## src/rtl/lsu_pkg.sv

```systemverilog
// rtl/lsu_pkg.sv - shared types and constants for the load/store unit
// Purpose: FSM state encoding, RV32I load/store funct3 codes and the
//          byte-enable patterns used by load_store_unit and lsu_align.
// Ports:   none (package).
package lsu_pkg;

  typedef enum logic [1:0] {
    ST_IDLE = 2'd0,
    ST_REQ  = 2'd1,
    ST_WAIT = 2'd2,
    ST_RESP = 2'd3
  } lsu_state_e;

  // Load funct3
  localparam logic [2:0] F3_LB  = 3'b000;
  localparam logic [2:0] F3_LH  = 3'b001;
  localparam logic [2:0] F3_LW  = 3'b010;
  localparam logic [2:0] F3_LBU = 3'b100;
  localparam logic [2:0] F3_LHU = 3'b101;

  // Store funct3
  localparam logic [2:0] F3_SB  = 3'b000;
  localparam logic [2:0] F3_SH  = 3'b001;
  localparam logic [2:0] F3_SW  = 3'b010;

  // Byte enables for lane 0; shifted by addr[1:0] for sub-word accesses
  localparam logic [3:0] BE_BYTE = 4'b0001;
  localparam logic [3:0] BE_HALF = 4'b0011;
  localparam logic [3:0] BE_WORD = 4'b1111;

endpackage

```

## src/rtl/lsu_align.sv

```systemverilog
// rtl/lsu_align.sv - combinational alignment, lane steering and extension
// Purpose: flags misaligned/illegal accesses, builds byte enables and
//          replicated store data, and extracts/extends load data.
// Ports:
//   is_store   in   1 = store, 0 = load
//   funct3     in   RV32I funct3
//   addr       in   low two address bits
//   wdata      in   raw store data (rs2)
//   rdata      in   raw memory word
//   fault      out  misaligned or illegal funct3
//   be         out  byte enables
//   wdata_rep  out  lane-replicated store data
//   rdata_ext  out  extended load result
module lsu_align
  import lsu_pkg::*;
(
  input  logic        is_store,
  input  logic [2:0]  funct3,
  input  logic [1:0]  addr,
  input  logic [31:0] wdata,
  input  logic [31:0] rdata,
  output logic        fault,
  output logic [3:0]  be,
  output logic [31:0] wdata_rep,
  output logic [31:0] rdata_ext
);

  // Addressed lane moved down to bit 0; sub-word loads read from here.
  logic [31:0] lane;
  assign lane = rdata >> {addr, 3'b000};

  always_comb begin
    fault     = 1'b0;
    be        = 4'b0000;
    wdata_rep = wdata;
    rdata_ext = rdata;
    if (is_store) begin
      case (funct3)
        F3_SB: begin
          be        = BE_BYTE << addr;
          wdata_rep = {4{wdata[7:0]}};
        end
        F3_SH: begin
          be        = BE_HALF << addr;
          wdata_rep = {2{wdata[15:0]}};
          fault     = addr[0];
        end
        F3_SW: begin
          be    = BE_WORD;
          fault = |addr;
        end
        default: fault = 1'b1;
      endcase
    end else begin
      case (funct3)
        F3_LB: begin
          be        = BE_BYTE << addr;
          rdata_ext = {{24{lane[7]}}, lane[7:0]};
        end
        F3_LH: begin
          be        = BE_HALF << addr;
          rdata_ext = {{16{lane[15]}}, lane[15:0]};
          fault     = addr[0];
        end
        F3_LW: begin
          be    = BE_WORD;
          fault = |addr;
        end
        F3_LBU: begin
          be        = BE_BYTE << addr;
          rdata_ext = {24'h0, lane[7:0]};
        end
        F3_LHU: begin
          be        = BE_HALF << addr;
          rdata_ext = {16'h0, lane[15:0]};
          fault     = addr[0];
        end
        default: fault = 1'b1;
      endcase
    end
  end

endmodule

```

## src/rtl/load_store_unit.sv

```systemverilog
// rtl/load_store_unit.sv - RV32I memory-access stage with handshaked data memory
// Purpose: accepts one load/store at a time, runs it against the data memory
//          through an IDLE/REQ/WAIT/RESP FSM and returns extended load data.
// Config:  LSU_TIMEOUT_EN - when defined, a watchdog ends a REQ/WAIT that
//          lasts TIMEOUT_CYCLES cycles with resp_error.
// Ports:
//   clk, reset                          clock, async active-high reset
//   req_valid/req_ready                 CPU request handshake
//   req_is_store/funct3/addr/wdata      request fields
//   resp_valid/resp_rdata/resp_error    one-cycle completion
//   stall                               CPU stall
//   mem_req/we/addr/wdata/be            memory request (held until mem_gnt)
//   mem_gnt/mem_rvalid/mem_rdata        memory grant and completion
module load_store_unit
  import lsu_pkg::*;
#(
  parameter int unsigned TIMEOUT_CYCLES = 255
) (
  input  logic        clk,
  input  logic        reset,
  input  logic        req_valid,
  output logic        req_ready,
  input  logic        req_is_store,
  input  logic [2:0]  req_funct3,
  input  logic [31:0] req_addr,
  input  logic [31:0] req_wdata,
  output logic        resp_valid,
  output logic [31:0] resp_rdata,
  output logic        resp_error,
  output logic        stall,
  output logic        mem_req,
  output logic        mem_we,
  output logic [31:0] mem_addr,
  output logic [31:0] mem_wdata,
  output logic [3:0]  mem_be,
  input  logic        mem_gnt,
  input  logic        mem_rvalid,
  input  logic [31:0] mem_rdata
);

  lsu_state_e  state_q, state_d;
  logic        lat_store;
  logic [2:0]  lat_f3;
  logic [31:0] lat_addr;
  logic [31:0] lat_wdata;
  logic        err_q;
  logic [31:0] rdata_q;

  logic        accept, capture, timeout_hit, timeout_fire;
  logic        in_idle, in_req, in_wait, in_resp;
  logic        a_store;
  logic [2:0]  a_f3;
  logic [1:0]  a_addr;
  logic [31:0] a_wdata;
  logic        fault;
  logic [3:0]  be;
  logic [31:0] wdata_rep, rdata_ext;

  assign in_idle = (state_q == ST_IDLE);
  assign in_req  = (state_q == ST_REQ);
  assign in_wait = (state_q == ST_WAIT);
  assign in_resp = (state_q == ST_RESP);

  assign accept  = in_idle && req_valid;
  assign capture = (in_req && mem_gnt && mem_rvalid) || (in_wait && mem_rvalid);

  // In IDLE the live request is checked so a fault can skip memory entirely;
  // afterwards the latched copy drives the memory side and load extraction.
  assign a_store = in_idle ? req_is_store    : lat_store;
  assign a_f3    = in_idle ? req_funct3      : lat_f3;
  assign a_addr  = in_idle ? req_addr[1:0]   : lat_addr[1:0];
  assign a_wdata = in_idle ? req_wdata       : lat_wdata;

  lsu_align u_align (
    .is_store  (a_store),
    .funct3    (a_f3),
    .addr      (a_addr),
    .wdata     (a_wdata),
    .rdata     (rdata_q),
    .fault     (fault),
    .be        (be),
    .wdata_rep (wdata_rep),
    .rdata_ext (rdata_ext)
  );

`ifdef LSU_TIMEOUT_EN
  logic [15:0] cnt_q;

  always_ff @(posedge clk or posedge reset) begin
    if (reset) begin
      cnt_q <= 16'd0;
    end else if (accept) begin
      cnt_q <= 16'd0;
    end else if (in_req || in_wait) begin
      cnt_q <= cnt_q + 16'd1;
    end
  end

  assign timeout_hit = (in_req || in_wait) && (cnt_q == TIMEOUT_CYCLES[15:0]);
`else
  // No watchdog: the limit only appears in a constant-false term.
  assign timeout_hit = 1'b0 && (TIMEOUT_CYCLES == 0);
`endif

  // A completion arriving in the same cycle as the timeout wins.
  assign timeout_fire = timeout_hit && !capture;

  always_ff @(posedge clk or posedge reset) begin
    if (reset) begin
      state_q   <= ST_IDLE;
      lat_store <= 1'b0;
      lat_f3    <= 3'b000;
      lat_addr  <= 32'h0;
      lat_wdata <= 32'h0;
      err_q     <= 1'b0;
      rdata_q   <= 32'h0;
    end else begin
      state_q <= state_d;
      if (accept) begin
        lat_store <= req_is_store;
        lat_f3    <= req_funct3;
        lat_addr  <= req_addr;
        lat_wdata <= req_wdata;
        err_q     <= fault;
      end
      if (capture) begin
        rdata_q <= mem_rdata;
      end
      if (timeout_fire) begin
        err_q <= 1'b1;
      end
    end
  end

  always_comb begin
    state_d = state_q;
    case (state_q)
      ST_IDLE: if (req_valid) state_d = fault ? ST_RESP : ST_REQ;
      ST_REQ: begin
        if (mem_gnt && mem_rvalid) state_d = ST_RESP;
        else if (mem_gnt)          state_d = ST_WAIT;
      end
      ST_WAIT: if (mem_rvalid) state_d = ST_RESP;
      ST_RESP: state_d = ST_IDLE;
      default: state_d = ST_IDLE;
    endcase
    if (timeout_fire) state_d = ST_RESP;
  end

  assign req_ready  = in_idle;
  assign resp_valid = in_resp;
  assign resp_error = in_resp && err_q;
  assign resp_rdata = (in_resp && !err_q && !lat_store) ? rdata_ext : 32'h0;
  assign stall      = req_valid && !resp_valid;

  // Memory bus is quiet outside REQ so it reads as zero when idle.
  assign mem_req   = in_req;
  assign mem_we    = in_req && lat_store;
  assign mem_addr  = in_req ? {lat_addr[31:2], 2'b00} : 32'h0;
  assign mem_wdata = in_req ? wdata_rep : 32'h0;
  assign mem_be    = in_req ? be : 4'b0000;

endmodule
```

## config.mk

```make
export PLATFORM = sky130hd
export DESIGN_NAME = load_store_unit
export DESIGN_NICKNAME = d
export VERILOG_FILES = /design/src/rtl/lsu_pkg.sv /design/src/rtl/lsu_align.sv /design/src/rtl/load_store_unit.sv
export SDC_FILE = /design/constraint.sdc
export NUM_CORES = 1
export LEC_CHECK = 0
export BUFFER_PORTS_ARGS = -buffer_cell sky130_fd_sc_hd__clkbuf_2
export CORE_MARGIN = 2
export CORE_UTILIZATION = 47
export CTS_BUF_LIST = sky130_fd_sc_hd__clkbuf_4
export CTS_CLUSTER_DIAMETER = 150
export DETAILED_ROUTE_END_ITERATION = 7
export GPL_TIMING_DRIVEN = 0
export PLACE_DENSITY_LB_ADDON = 0.05
export SLEW_MARGIN = 20
export SYNTH_ARGS = -nofsm -noshare
export SYNTH_HDL_FRONTEND = slang
export SYNTH_SLANG_ARGS = --single-unit
```

## constraint.sdc

```tcl
create_clock -name clk -period 2.7 [get_ports clk]
set_clock_uncertainty 0.1 [all_clocks]
set_input_delay 0.135 -clock clk [delete_from_list [all_inputs] [get_ports clk]]
set_output_delay 0.135 -clock clk [all_outputs]
set_load 0.01 [all_outputs]
```

## Yosys cells after proc, flatten, opt, wreduce, memory -nomap -nowiden

Cells that the tools add are included.
Widths: inputs -> output; s select.

- Equality and inequality tests: 10
- Shift operators: 3
- Mux-type cells: 24
- Reduce and logical (&&, ||, !) cells: 20

Operators with widths:

| kind | count |
|---|---|
| $mux 32 | 6 |
| $pmux 32 s4 | 1 |
| $pmux 32 s2 | 1 |
| $shr 32x5->16 | 1 |
| $pmux 4 s3 | 2 |
| $mux 2 | 6 |
| $logic_and 1x1->1 | 10 |
| $mux 4 | 2 |
| $pmux 2 s4 | 1 |
| $eq 3x3->1 const B | 2 |
| $pmux 1 s3 | 2 |
| $reduce_or 2->1 | 3 |
| $eq 2x2->1 const B | 2 |
| $ne 2x2->1 const B | 2 |
| $shl 1x2->4 const A | 1 |
| $shl 2x2->4 const A | 1 |
| $eq 3x1->1 const B | 1 |
| $eq 3x2->1 const B | 1 |
| $logic_not 1->1 | 3 |
| $logic_not 3->1 | 1 |
| $mux 3 | 1 |
| $ne 3x2->1 const B | 1 |
| $reduce_and 3->1 | 1 |
| $eq 2x1->1 const B | 1 |
| 3 further kinds | 4 |

- Bits in registers: 103
- Input port bits: 105
- Output and inout port bits: 106
- Word-level logic and storage cells: 64

## Longest topological paths before layout

- Depth in word-level cells: 9
- Mapped depth: 11
- Depth with buffers taken out: 7

## Cells and area by module

Synthesis repeated with hierarchy kept, for this count alone.

- Cell total of the unflattened synthesis: 584
- Area total of the unflattened synthesis: 6546.3 um^2

Modules (own cells, without submodules):

| module | instances | cells each | area each (um^2) | sequential area each (um^2) |
|---|---|---|---|---|
| load_store_unit | 1 | 394 | 5162.5 | 2577.5 |
| lsu_align | 1 | 190 | 1383.8 | 0.0 |

## Least setup slack after synthesis

Ideal clock, no wire load.

- Path kind: register to output
- Start: register state_q[0]
- End: output port mem_wdata[10]
- Data arrival time: 2.218 ns
- Data required time: 2.465 ns
- Setup slack: 0.247 ns
- Stages on the path, launching flop included: 10
- Path buffers: 3
- Path through: dfrtp_1 inv_1 ha_1 buf_6 buf_8 mux2i_1 and2_1 nand2_2 buf_2 a211oi_1

- Longest elaborated chain between the ends: 6
- Elaborated cells on any way between the ends: 10
- Those cells by class: 2 x eq/ne; 6 x mux; 2 x reduce/logical

Ends and longest elaborated chain:

| what | line | text |
|---|---|---|
| start: declaration | load_store_unit.sv:41 | `lsu_state_e state_q, state_d;` |
| start signal: assignment | load_store_unit.sv:118 | `state_q <= state_d;` |
| $logic_not 2->1 * | load_store_unit.sv:59 | `assign in_idle = (state_q == ST_IDLE);` |
| named net req_ready | load_store_unit.sv:22 | `output logic req_ready,` |
| $mux 3 | load_store_unit.sv:70 | `assign a_f3 = in_idle ? req_funct3 : lat_f3;` |
| $eq 3x1->1 / $logic_not 3->1 (equally long branches) | lsu_align.sv:38 | `case (funct3)` |
| $pmux 32 s2 | lsu_align.sv:38 |  |
| $mux 32 * | lsu_align.sv:37 | `if (is_store) begin` |
| $mux 32 * | load_store_unit.sv:160 | `assign mem_wdata = in_req ? wdata_rep : 32'h0;` |
| end: declaration | load_store_unit.sv:34 | `output logic [31:0] mem_wdata,` |

The timed path passes the listed nets; every way through them passes the cells marked *.

## Final worst setup path

- Start: register state_q[0]
- End: output port resp_rdata[25]

- Longest elaborated chain between the ends: 6
- Elaborated cells on any way between the ends: 15
- Those cells by class: 4 x eq/ne; 1 x shift; 6 x mux; 4 x reduce/logical

Ends and longest elaborated chain:

| what | line | text |
|---|---|---|
| $logic_not 2->1 | load_store_unit.sv:59 |  |
| $mux 2 / $mux 3 (equally long branches) | load_store_unit.sv:71, load_store_unit.sv:70 |  |
| $shr 32x5->16 (tied with other cells) | lsu_align.sv:30 | `assign lane = rdata >> {addr, 3'b000};` |
| $pmux 32 s4 | lsu_align.sv:55 | `case (funct3)` |
| $mux 32 | lsu_align.sv:37 |  |
| $mux 32 * | load_store_unit.sv:153 | `assign resp_rdata = (in_resp && !err_q && !lat_store) ? rdata_ext : 32'h0;` |
| end: declaration | load_store_unit.sv:28 | `output logic [31:0] resp_rdata,` |

Every way passes the cells marked *; elsewhere a longest branch is shown, timed or not.

==> metrics.md <==
| Metric | Value |
|---|---|
| Outcome | complete, but fails checks |
| Failing checks | negative setup slack |
| Reg2reg end | lat_addr[25] |
| Final Hold Fails | 0 |
| CTS sink count | 103 |
| Layout cells sized above 1 | 56.3% |
| Synth Warn # | 0 |
| Post-synthesis mux area share | 25.5% |
| Post-synthesis register bit count | 103 |
| First-pass GRT wire length | 30.9 mm |
| Commonest non-fill, non-tap cell in the layout | clkbuf_2 |
| Post-synthesis simple-gate area fraction | 12.7% |
| Post-synthesis adder-cell area fraction | 0.821% |
| Largest cells by area after synthesis | dfrtp_1, mux2_2, mux2i_1, and2_1, a211oi_1 |
| Final instance area | 0.0100 mm2 |
| Post-detail-place hpwl | 13.4 mm |
| Area growth syn-to-layout | 64.8% |
| TritonCTS clock tree | built |
| Largest net degree at the start of global routing | 31 |
| Drt total wl | 21.7 mm |
| CTS Buf Count | 9 |
| IO Port Bufs | 208 |
| Flop2flop setup slack | 0.10 ns |
| RSZ-0062 raised after global routing | yes |
| Fin crit share | 112% |
| Avg Cell Area, Syn | 10.7 um2 |
| Total negative slack | -11.86 ns |
| Maximum VDD drop | 683 uV |
| Peak Freq | 330 MHz |
| CTS H-tree lvls | 3 |
| Crit end category | primary output |
| Die area | 0.0139 mm2 |
| Synth area leader | dfrtp_1 |
| Slew Limit Fails | 0 |
| Gpl congestion | 0.902 |
| Root buf cell | clkbuf_4 |
| Antenna violations before repair | 0 |
| P per Cell Area | 1170 mW/mm2 |
| Routed wire per std cell | 19.2 um |
| Worst setup margin | -0.327 ns |
| Core area | 0.0126 mm2 |
| Main combinational cell family by area after synthesis | multiplexers |
| Hold Startpoint | req_valid |
| Worst Path Max Fanout | 10 |
| Post-synth top area share | 42.3% |
| Die Wd | 118 um |
| Compound-Gate Fraction of Synth Area | 14.7% |
| CP arrival | 2.79 ns |
| Worst-path clk slew | 0.16 ns |
| Register area share after synthesis | 42.3% |
| Initial Util | 48.3% |
| Worst rel slew slack | 55.9% |
| DP Area | 0.00743 mm2 |
| Worst slew pin tran | 0.661 ns |
| Max Root-Sink Buffers | 2 |
| Most frequent cells in the layout | clkbuf_2, dlygate4sd3_1, dfrtp_1, mux2_2, buf_2 |
| R2r startpoint | state_q[1] |
| Final min period | 3.03 ns |
| Startpoint Class | flip-flop |
| Worst Hold Path EP | state_q[0] |
| CP Class | reg -> out |
| Total number of vias | 6216 |
| Number of synthesized flops with an enable pin | 0 |
| Critical path data required time | 2.47 ns |
| Starting DRT DRC Count | 339 |
| Post-DRT Antenna Nets | 0 |
| Register-to-Register Path Depth | 10 |
| Final setup viols | 61 |
| Fin nets | 1062 |
| Vias per std cell | 5.51 |
| Worst Hold Depth | 4 |
| P_leak | 4.72 nW |
| Clock latency on the worst-skew pair | 0.48 ns |
| Post-synthesis xor/xnor area fraction | 0% |
| Vias in the first global route | 6100 |
| Gate Count Post-Synth | 570 |
| Number of remaining DRC errors | 0 |
| Die Ht | 118 um |
| GRT Total Usage | 27.8% |
| Synth Flop Type | dfrtp_1 |
| Synth unique cells | 52 |
| Drt first pass iters | 5 |
| Site Rows | 41 |
| Max-Cap Viols | 0 |
| Syn Std Cell Area | 0.00610 mm2 |
| IO Count | 211 |
| Total gr overflow | 0 |
| Hold Path Class | in -> reg |
| Async SR Flop Fraction | 100% |
layer usage:
layer	vias to the layer above	track usage (%)	routed length, um
li1	2815	-	-
met1	3050	32.6	8290
met2	277	49.7	11300
met3	74	4.75	1080
met4	0	12.1	1070
met5	-	0	0
cell usage after synthesis, types with 3 or more instances:
| cell type | number |
|---|---|
| nor2_1 | 59 |
| buf_4 | 4 |
| nor2b_1 | 4 |
| a21oi_1 | 30 |
| o31ai_1 | 9 |
| and2_1 | 40 |
| buf_1 | 3 |
| ha_1 | 4 |
| mux2_2 | 107 |
| nand2_1 | 24 |
| o21ai_0 | 20 |
| a211oi_1 | 31 |
| o22ai_1 | 7 |
| mux2i_1 | 27 |
| inv_1 | 5 |
| clkbuf_1 | 11 |
| dfrtp_1 | 103 |
| a21o_1 | 19 |
| buf_2 | 16 |
worst max-delay path, stage by stage, from the launching register on:
cell       delay, ns
dfrtp_1         0.43
inv_2           0.09
ha_4            0.16
buf_12          0.14
mux2_4          0.33
mux2i_2         0.20
a2111oi_4       0.43
a21o_4          0.19
buf_8           0.13
a21o_1          0.09
clkbuf_2        0.12
where the power goes:
group / internal (W) / switching (W) / leakage, nW
clock network: 0.000188 / 0.000531 / 0.0558
logic: 0.00401 / 0.00400 / 3.45
registers: 0.00233 / 0.000712 / 1.22
total: 0.00653 / 0.00525 / 4.72
metrics by stage:
stage	hold WS, ns	cells	worst slack, ns	power [W]	util [%]
floorplan	0.185	571	0.247	0.00657	-
global placement	0.268	951	-0.160	0.00806	58.3
detailed placement	0.141	954	-0.175	0.00821	58.9
CTS	0.0225	1092	-0.297	0.00990	72.1
global route	0.0991	1128	-0.474	0.0125	79.6
finish	0.0805	1129	-0.327	0.0118	79.6
logic make-up (layout without fill, tap and decap cells):
kind of cell | Yosys count | in the layout
buffers and inverters | 44 | 429
flip-flops | 103 | 103
AND/OR/NAND/NOR | 148 | 148
adder cells (fa/ha/maj) | 4 | 4
other | 1 | 3
multiplexers | 139 | 139
AO/OA/AOI/OAI | 131 | 131
registers in the layout (all words and copies together), names as in the netlist:
register and cells:
rdata_q 32, state_q 2, lat_store 1, lat_addr 32
lat_f3 3, err_q 1, lat_wdata 32
cell type report:
type,instances,area (um2)
clock inverters,4,25.0
fillers,816,2570
well taps,172,215
inverters,6,30.0
diodes,1,2.50
repair buffers,374,2830
flip-flops and latches,103,2580
plain buffers,35,322
multi-input cells,424,3970
clock buffers,10,75.1
how the worst max path moves through the flow:
| stage | start | end | slack (ns) | cells after the start |
|---|---|---|---|---|
| final | state_q[0] | resp_rdata[25] | -0.33 | 10 |
| after global routing | state_q[0] | resp_rdata[25] | -0.47 | 11 |
| after CTS | state_q[0] | resp_rdata[25] | -0.30 | 10 |
| after detailed placement | state_q[1] | mem_wdata[8] | -0.17 | 10 |
| after global placement | state_q[0] | mem_wdata[8] | -0.16 | 10 |
| after floorplan | state_q[0] | mem_wdata[10] | 0.25 | 9 |
repair_timing:
action,CTS,global route
hold endpoints to repair,127,0
cloned,0,7
resized for setup,84,171
hold buffers,104,0
pin swaps,9,51
setup buffers,21,31
endpoints found under the setup margin,66,66
Note: power is estimated with default switching activity, not from simulation.
